===== src/rtl/multdiv_stall_unit.sv =====
// ============================================================================
//  Module   : multdiv_stall_unit
//  Purpose  : Multi-cycle signed multiply (radix-4 Booth) / divide (restoring)
//             engine that stalls the pipeline until its result is ready.
//  Config   : MULTDIV_DIV_EN enables the divide datapath; without it every
//             divide request completes at once with exception=1, result=0.
//  Revision : 1.0
// ============================================================================
`default_nettype none

module multdiv_stall_unit #(
    parameter int WIDTH = 32,
    parameter int REGW  = 5
) (
    input  logic              clock,
    input  logic              reset_n,
    input  logic              ctrl_MULT,
    input  logic              ctrl_DIV,
    input  logic [WIDTH-1:0]  operandA,
    input  logic [WIDTH-1:0]  operandB,
    input  logic [REGW-1:0]   dest_in,
    output logic              stall_from_multdiv,
    output logic              resultRDY,
    output logic [WIDTH-1:0]  result,
    output logic              exception,
    output logic [REGW-1:0]   dest_out,
    output logic              busy
);

    localparam int CNTW  = $clog2(WIDTH + 1);
    localparam int STEPS = WIDTH / 2;

    typedef enum logic [1:0] {
        S_IDLE = 2'd0,
        S_MUL  = 2'd1,
        S_DIV  = 2'd2,
        S_DONE = 2'd3
    } state_t;

    state_t             state_q, state_d;
    logic [CNTW-1:0]    cnt_q, cnt_d;
    logic [WIDTH-1:0]   mcand_q, mcand_d;
    logic [2*WIDTH:0]   prod_q, prod_d;
    logic [WIDTH-1:0]   result_q, result_d;
    logic               exc_q, exc_d;
    logic [REGW-1:0]    dest_q, dest_d;

    // Booth step: add the recoded partial product into a 2-bit-wider copy of
    // the accumulator, then shift the whole product register right by two.
    logic [WIDTH+1:0]   booth_pp;
    logic [WIDTH+1:0]   booth_sum;
    logic [2*WIDTH:0]   prod_step;
    logic               mul_ovf;

    always_comb begin
        booth_pp = '0;
        case (prod_q[2:0])
            3'b001, 3'b010: booth_pp =  {{2{mcand_q[WIDTH-1]}}, mcand_q};
            3'b011:         booth_pp =  {mcand_q[WIDTH-1], mcand_q, 1'b0};
            3'b100:         booth_pp = -{mcand_q[WIDTH-1], mcand_q, 1'b0};
            3'b101, 3'b110: booth_pp = -{{2{mcand_q[WIDTH-1]}}, mcand_q};
            default:        booth_pp = '0;
        endcase
        booth_sum = {{2{prod_q[2*WIDTH]}}, prod_q[2*WIDTH:WIDTH+1]} + booth_pp;
        prod_step = {booth_sum, prod_q[WIDTH:2]};
        mul_ovf   = ~((&prod_step[2*WIDTH:WIDTH]) | ~(|prod_step[2*WIDTH:WIDTH]));
    end

`ifdef MULTDIV_DIV_EN
    logic [WIDTH-1:0]   rem_q, rem_d;
    logic [WIDTH-1:0]   quo_q, quo_d;
    logic [WIDTH-1:0]   dvsr_q, dvsr_d;
    logic               neg_q, neg_d;
    logic [WIDTH:0]     div_shift;
    logic [WIDTH:0]     div_trial;
    logic [WIDTH-1:0]   quo_fix;
    logic [WIDTH-1:0]   a_abs;
    logic [WIDTH-1:0]   b_abs;

    always_comb begin
        a_abs     = operandA[WIDTH-1] ? -operandA : operandA;
        b_abs     = operandB[WIDTH-1] ? -operandB : operandB;
        div_shift = {rem_q, quo_q[WIDTH-1]};
        div_trial = div_shift - {1'b0, dvsr_q};
        quo_fix   = neg_q ? -quo_q : quo_q;
    end
`endif

    always_comb begin
        state_d  = state_q;
        cnt_d    = cnt_q;
        mcand_d  = mcand_q;
        prod_d   = prod_q;
        result_d = result_q;
        exc_d    = exc_q;
        dest_d   = dest_q;
`ifdef MULTDIV_DIV_EN
        rem_d    = rem_q;
        quo_d    = quo_q;
        dvsr_d   = dvsr_q;
        neg_d    = neg_q;
`endif
        case (state_q)
            S_IDLE: begin
                if (ctrl_MULT || ctrl_DIV) begin
                    dest_d = dest_in;
                    cnt_d  = '0;
                end
                if (ctrl_MULT && !ctrl_DIV) begin
                    mcand_d = operandA;
                    prod_d  = {{WIDTH{1'b0}}, operandB, 1'b0};
                    state_d = S_MUL;
                end
`ifdef MULTDIV_DIV_EN
                else if (ctrl_DIV && !ctrl_MULT && operandB != '0) begin
                    rem_d   = '0;
                    quo_d   = a_abs;
                    dvsr_d  = b_abs;
                    neg_d   = operandA[WIDTH-1] ^ operandB[WIDTH-1];
                    state_d = S_DIV;
                end
`endif
                else if (ctrl_MULT || ctrl_DIV) begin
                    // Divide by zero, double pulse, or divide support absent.
                    result_d = '0;
                    exc_d    = 1'b1;
                    state_d  = S_DONE;
                end
            end
            S_MUL: begin
                prod_d = prod_step;
                cnt_d  = cnt_q + CNTW'(1);
                if (cnt_q == CNTW'(STEPS - 1)) begin
                    result_d = prod_step[WIDTH:1];
                    exc_d    = mul_ovf;
                    state_d  = S_DONE;
                end
            end
`ifdef MULTDIV_DIV_EN
            S_DIV: begin
                if (cnt_q == CNTW'(WIDTH)) begin
                    // Only most-negative / -1 yields a positive quotient with the top bit set.
                    result_d = quo_fix;
                    exc_d    = ~neg_q & quo_q[WIDTH-1];
                    state_d  = S_DONE;
                end else begin
                    cnt_d = cnt_q + CNTW'(1);
                    if (!div_trial[WIDTH]) begin
                        rem_d = div_trial[WIDTH-1:0];
                        quo_d = {quo_q[WIDTH-2:0], 1'b1};
                    end else begin
                        rem_d = div_shift[WIDTH-1:0];
                        quo_d = {quo_q[WIDTH-2:0], 1'b0};
                    end
                end
            end
`endif
            S_DONE: begin
                state_d = S_IDLE;
            end
            default: begin
                state_d = S_IDLE;
            end
        endcase
    end

    always_ff @(posedge clock or negedge reset_n) begin
        if (!reset_n) begin
            state_q  <= S_IDLE;
            cnt_q    <= '0;
            mcand_q  <= '0;
            prod_q   <= '0;
            result_q <= '0;
            exc_q    <= 1'b0;
            dest_q   <= '0;
`ifdef MULTDIV_DIV_EN
            rem_q    <= '0;
            quo_q    <= '0;
            dvsr_q   <= '0;
            neg_q    <= 1'b0;
`endif
        end else begin
            state_q  <= state_d;
            cnt_q    <= cnt_d;
            mcand_q  <= mcand_d;
            prod_q   <= prod_d;
            result_q <= result_d;
            exc_q    <= exc_d;
            dest_q   <= dest_d;
`ifdef MULTDIV_DIV_EN
            rem_q    <= rem_d;
            quo_q    <= quo_d;
            dvsr_q   <= dvsr_d;
            neg_q    <= neg_d;
`endif
        end
    end

    // Gated by reset_n so a start pulse held during reset cannot raise stall.
    assign stall_from_multdiv = reset_n &
                                (((state_q == S_IDLE) & (ctrl_MULT | ctrl_DIV)) |
                                 (state_q == S_MUL) | (state_q == S_DIV));
    assign resultRDY = (state_q == S_DONE);
    assign busy      = (state_q != S_IDLE);
    assign result    = result_q;
    assign exception = exc_q;
    assign dest_out  = dest_q;

endmodule

`default_nettype wire


===== config.mk =====
export PLATFORM = sky130hd
export DESIGN_NAME = multdiv_stall_unit
export DESIGN_NICKNAME = d
export VERILOG_FILES = /design/src/rtl/multdiv_stall_unit.sv
export SDC_FILE = /design/constraint.sdc
export NUM_CORES = 1
export LEC_CHECK = 0
export CORE_UTILIZATION = 25
export CTS_BUF_LIST = sky130_fd_sc_hd__clkbuf_8
export DETAILED_ROUTE_END_ITERATION = 6
export PLACE_DENSITY = 0.43
export SYNTH_ARGS = -nofsm -noshare
export SYNTH_HDL_FRONTEND = slang
export SYNTH_SLANG_ARGS = --single-unit

===== constraint.sdc =====
create_clock -name clock -period 10.41 [get_ports clock]
set_clock_uncertainty 0.05 [all_clocks]
set_input_delay 1.041 -clock clock [delete_from_list [all_inputs] [get_ports clock]]
set_output_delay 1.041 -clock clock [all_outputs]
set_load 0.01 [all_outputs]

* Yosys cells after proc, flatten, opt, wreduce, memory -nomap -nowiden
Index checks and enable logic that the tools add are counted.
** Word-level totals
- Bits in registers :: 143
- Input port bits :: 73
- Output and inout port bits :: 41
- Word-level logic and storage cells :: 67
** Cells by class
- Add/subtract/negate cells :: 4
- Equality and inequality tests :: 15
- Mux-type cells :: 17
- Bitwise gates (word level) :: 8
- Reduce and logical (&&, ||, !) cells :: 16
** Operator list (count)
- case mux 34 bit (4 select lines) :: 1
- case mux 65 bit (2 select lines) :: 1
- 2-to-1 mux 32 bit :: 3
- negation 34 bit :: 2
- 2-to-1 mux 65 bit :: 1
- case mux 32 bit (2 select lines) :: 1
- adder 34 bit :: 1
- AND reduction 33 bit :: 1
- OR reduction 33 bit :: 1
- case mux 6 bit (2 select lines) :: 1
- AND reduction 2 bit :: 5
- == test 3 bit (second input constant) :: 3
- != test 2 bit (second input constant) :: 4
- adder 6 x 1 -> 6 bit (second input constant) :: 1
- == test 3 x 2 -> 1 bit (second input constant) :: 2
- == test 6 x 4 -> 1 bit (second input constant) :: 1
- 2-to-1 mux 2 bit :: 3
- 2-to-1 mux 6 bit :: 1
- == test 2 bit (second input constant) :: 2
- OR 1 bit :: 4
- case mux 2 bit (2 select lines) :: 1
- AND reduction 4 bit :: 1
- nonzero test 2 bit :: 2
- OR reduction 2 bit :: 2
- 11 further kinds :: 15

* Depth between registers and ports, before layout
- Word-level depth :: 10
- Depth in mapped cells :: 23
- Mapped depth without buffers :: 22

* Worst setup path before layout
No wires, ideal clock.
- Kind :: register -> register
- Start point :: register mcand_q[0]
- End point :: register exc_q, in the netlist exception
- Library setup time :: 0.132 ns
- Arrival :: 5.115 ns
- Path slack :: 5.113 ns
- Cell stages (with the launch flop) :: 23
- Buffers on the path :: 1
- Period minus slack after synthesis :: 5.297 ns
- Cells stage by stage :: dfrtp_1 -> inv_1 -> ha_1 -> nor3b_1 -> nand4_1 -> or3_1 -> or2_2 -> nor3_1 -> xor2_1 -> a21oi_1 -> o21ai_0 -> a21oi_1 -> ha_1 -> clkbuf_1 -> nand3_1 -> o311ai_0 -> nor3_1 -> a211o_1 -> nor3_1 -> and3_1 -> and4_1 -> a2bb2o_2 -> a21oi_1
** Between the ends
- Longest elaborated chain between the ends :: 9
- Elaborated cells between the ends (all ways) :: 11
** Ends and longest elaborated chain
- start, declared :: line 42 : logic [WIDTH-1:0] mcand_q, mcand_d;
- start signal, assigned :: line 185 : mcand_q <= mcand_d;
- negation 34 bit (on tied branches) :: line 61, 60
- case mux 34 bit (4 select lines) * :: line 57 : case (prod_q[2:0])
- adder 34 bit * :: line 64 : booth_sum = {{2{prod_q[2*WIDTH]}}, prod_q[2*WIDTH:WIDTH+1]} + booth_pp;
- OR reduction 33 bit :: line 66 : mul_ovf = ~((&prod_step[2*WIDTH:WIDTH]) | ~(|prod_step[2*WIDTH:WIDTH]));
- NOT 1 bit :: line 66
- OR 1 bit * :: line 66
- NOT 1 bit * :: line 66
- 2-to-1 mux 1 bit * :: line 133 : if (cnt_q == CNTW'(STEPS - 1)) begin
- case mux 1 bit (2 select lines) * :: line 103 : case (state_q)
- end signal, assigned :: line 174 : exc_q <= 1'b0;
- end signal, assigned :: line 188 : exc_q <= exc_d;
- end, declared :: line 45 : logic exc_q, exc_d;
Every way passes the cells marked *; elsewhere a longest branch is shown, timed or not. The select of a mux whose other input is x is not followed.
A chain may end at the register's enable or synchronous reset.

* Worst setup path in the final report
Same ends and word-level chain as after synthesis.

==> impl_metrics.yaml <==
clocking:
  numClockSinks: 143
  numCtsBuffers: 17
  path_clk_slew_ns: 0.09
  clock_latency_ns: 0.50
  holdBufCountCts: 0
  h-tree-depth: 4
  cts_root_buf: "clkbuf_8"
  cts_buffer_depth: 2
  cts_setup_buffers: 0
  cts_tree: "yes"
  cts_resized: 0
cells_and_area:
  area_growth_pct: 19.96
  fin_util: 0.3071
  layout-drive-gt1-share: 0.07780
  n_antenna_cell: 0
  layout_commonest_cell: "nand2_1"
  mostFrequentLayoutCells: "nand2_1, dfrtp_1, o21ai_0, clkdlybuf4s50_1, nor2_1"
  nets: 1407
setup_path:
  critical_path_class: "reg2reg"
  r2r-end: "exception$_DFFE_PN0P_"
  timing.rr.start: "mcand_q[0]$_DFFE_PN0P_"
  cp_data_arrival_time_ns: 6.85
  r2r_setup_slack_ns: 3.87
  reg2reg_depth: 21
  crit_path_end_kind: "flip-flop"
  cp_max_fo: 9
  worstSetupStartpointType: "flip-flop"
  critPathRequiredTime_ns: 10.72
global_route:
  grt_pass1_wl_um: 52250
  grt_max_degree: 68
  antenna_found_initial: 0
  overflow: 0
  grt_use_total: 0.1631
  grt_pass1_vias: 9185
sta:
  timing.slew.headroom: 0.1725
  slew_viol_final: 0
  fmax_ghz: 0.1529
  period_needed_ns: 6.542
  hold_viol: 0
  worst_pin_slew_ns: 1.237
  finalCritPeriodShare: 0.6284
  rsz0062_at_grt: "false"
  setup_viol: 0
  finalSetupTns_ns: 0
  holdWs_ns: 0.4088
synth:
  synthArstFlopShare: 1.000
  synth_warnings: 0
  synth_seq_cells: 143
  syn_nets: 1350
  seq_area_frac_synth: 0.3584
  synthesis.area_um2: 9986
  synth_edf_count: 0
  synth-main-ff-cell: "dfrtp_1"
  syn_area_per_cell_um2: 8.047
  synth_cell_types: 77
  synth_cells: 1241
route:
  drt-initial-drc-count: 569
  ant_nets: 0
  vias: 9334
  drc: 0
  vias_per_cell: 5.103
  routedWlPerCell_um: 17.88
  dr.pass1.iters: 7
  routed_wirelength_um: 32690
floorplanning:
  fp-row-count: 72
  start_util: 0.2560
  dieArea_um2: 40750
  die_h_um: 201.9
  chipWidth_um: 201.9
  fp.coreArea_um2: 39010
  num_io_pins: 114
place:
  place_hpwl_um: 23590
  place.gp.congestion: 0.8803
  portBuffers: 113
run:
  cap_violations: 0
hold_path:
  hp-class: "in2async"
status:
  status: "completed"
==> sequential cells by signal, indices dropped and copies added, names as in the netlist <==
| name | cells |
|---|---|
| prod_q | 65 |
| mcand_q | 32 |
| result | 32 |
| cnt_q | 6 |
| dest_out | 5 |
| state_q | 2 |
| exception | 1 |
==> cell type report <==
type                       count  area, µm²
timing repair buffer         124       1215
clock buffer                  18      247.7
clock inverter                14      180.2
inverter                      24      90.09
sequential                   143       3578
tap                          518      648.1
fill                        4182      27030
multi-input combinational    988       6020
==> per-stage QoR <==
stage | std cells | area [µm²] | worst slack (ns)
2_1_floorplan | 1241 | 9986 | 5.113
3_3_place_gp | 1797 | 11550 | 4.114
3_5_place_dp | 1797 | 11550 | 3.900
4_1_cts | 1829 | 11980 | 3.864
5_1_grt | 1829 | 11980 | 3.289
6_report | 1829 | 11980 | 3.868
==> how the worst max path moves through the flow <==
stage	from	endpoint	slack, ns
6_report	mcand_q[0]$_DFFE_PN0P_	exception$_DFFE_PN0P_	3.87
3_3_place_gp	mcand_q[0]$_DFFE_PN0P_	exception$_DFFE_PN0P_	4.11
4_1_cts	mcand_q[0]$_DFFE_PN0P_	exception$_DFFE_PN0P_	3.86
2_1_floorplan	mcand_q[0]$_DFFE_PN0P_	exception$_DFFE_PN0P_	5.11
3_5_place_dp	mcand_q[0]$_DFFE_PN0P_	exception$_DFFE_PN0P_	3.90
5_1_grt	mcand_q[0]$_DFFE_PN0P_	exception$_DFFE_PN0P_	3.29
==> cell usage after synthesis (all sizes together), types with 6 or more instances <==
library cell,n,area (µm²)
a211oi,10,75.07
a21o,14,105.1
a21oi,60,300.3
a22oi,8,60.06
a31oi,6,37.54
and2,8,50.05
and3,12,75.07
and4,7,61.31
buf,12,46.29
clkbuf,74,277.8
dfrtp,143,3578
ha,35,437.9
inv,24,90.09
mux2,37,416.7
mux2i,22,220.2
nand2,233,874.6
nand2b,8,50.05
nand3,41,205.2
nand4,18,112.6
nor2,78,292.8
nor2b,7,43.79
nor3,36,185.2
nor4,14,87.58
o211ai,6,45.04
o21a,9,67.56
o21ai,137,685.7
o22ai,26,162.7
o311ai,10,95.10
or2,10,62.56
or3,16,105.1
xnor2,28,245.2
xor2,19,166.4
==> kinds of logic (layout without fill, tap and decap cells) <==
kind of cell    count (synthesis)  after routing  synth area share
simple gates                  505            505            0.2352
compound gates                341            341            0.2141
flops                         143            143            0.3584
buf+inv                       110            180           0.04147
mux                            59             59           0.06378
xor+xnor                       47             47           0.04122
fa+ha+maj                      36             36           0.04586
==> critical path, stage by stage, from the launching register on <==
cell      delay, ns
dfrtp_1        0.40
inv_1          0.10
ha_1           0.22
nor3b_1        0.54
nand4_1        0.43
or3_1          0.56
or2_2          0.35
nor3_1         0.18
xor2_1         0.26
a21oi_1        0.10
o21ai_0        0.17
a21oi_1        0.10
ha_1           0.48
nand3_1        0.17
o311ai_0       0.98
nor3_1         0.10
a211o_1        0.30
nor3_1         0.31
and3_1         0.22
and4_1         0.20
a2bb2o_2       0.15
a21oi_1        0.03
==> routing by layer <==
layer / GRT usage / wire length, µm / vias up
li1: - / - / 4598
met1: 0.2246 / 15660 / 4476
met2: 0.2511 / 14620 / 236
met3: 0.03999 / 1937 / 24
met4: 0.04708 / 474 / 0
met5: 0 / 0 / -
Power is not shown: default switching activity piles up to over one toggle a cycle in this logic, so the estimate is an artifact.
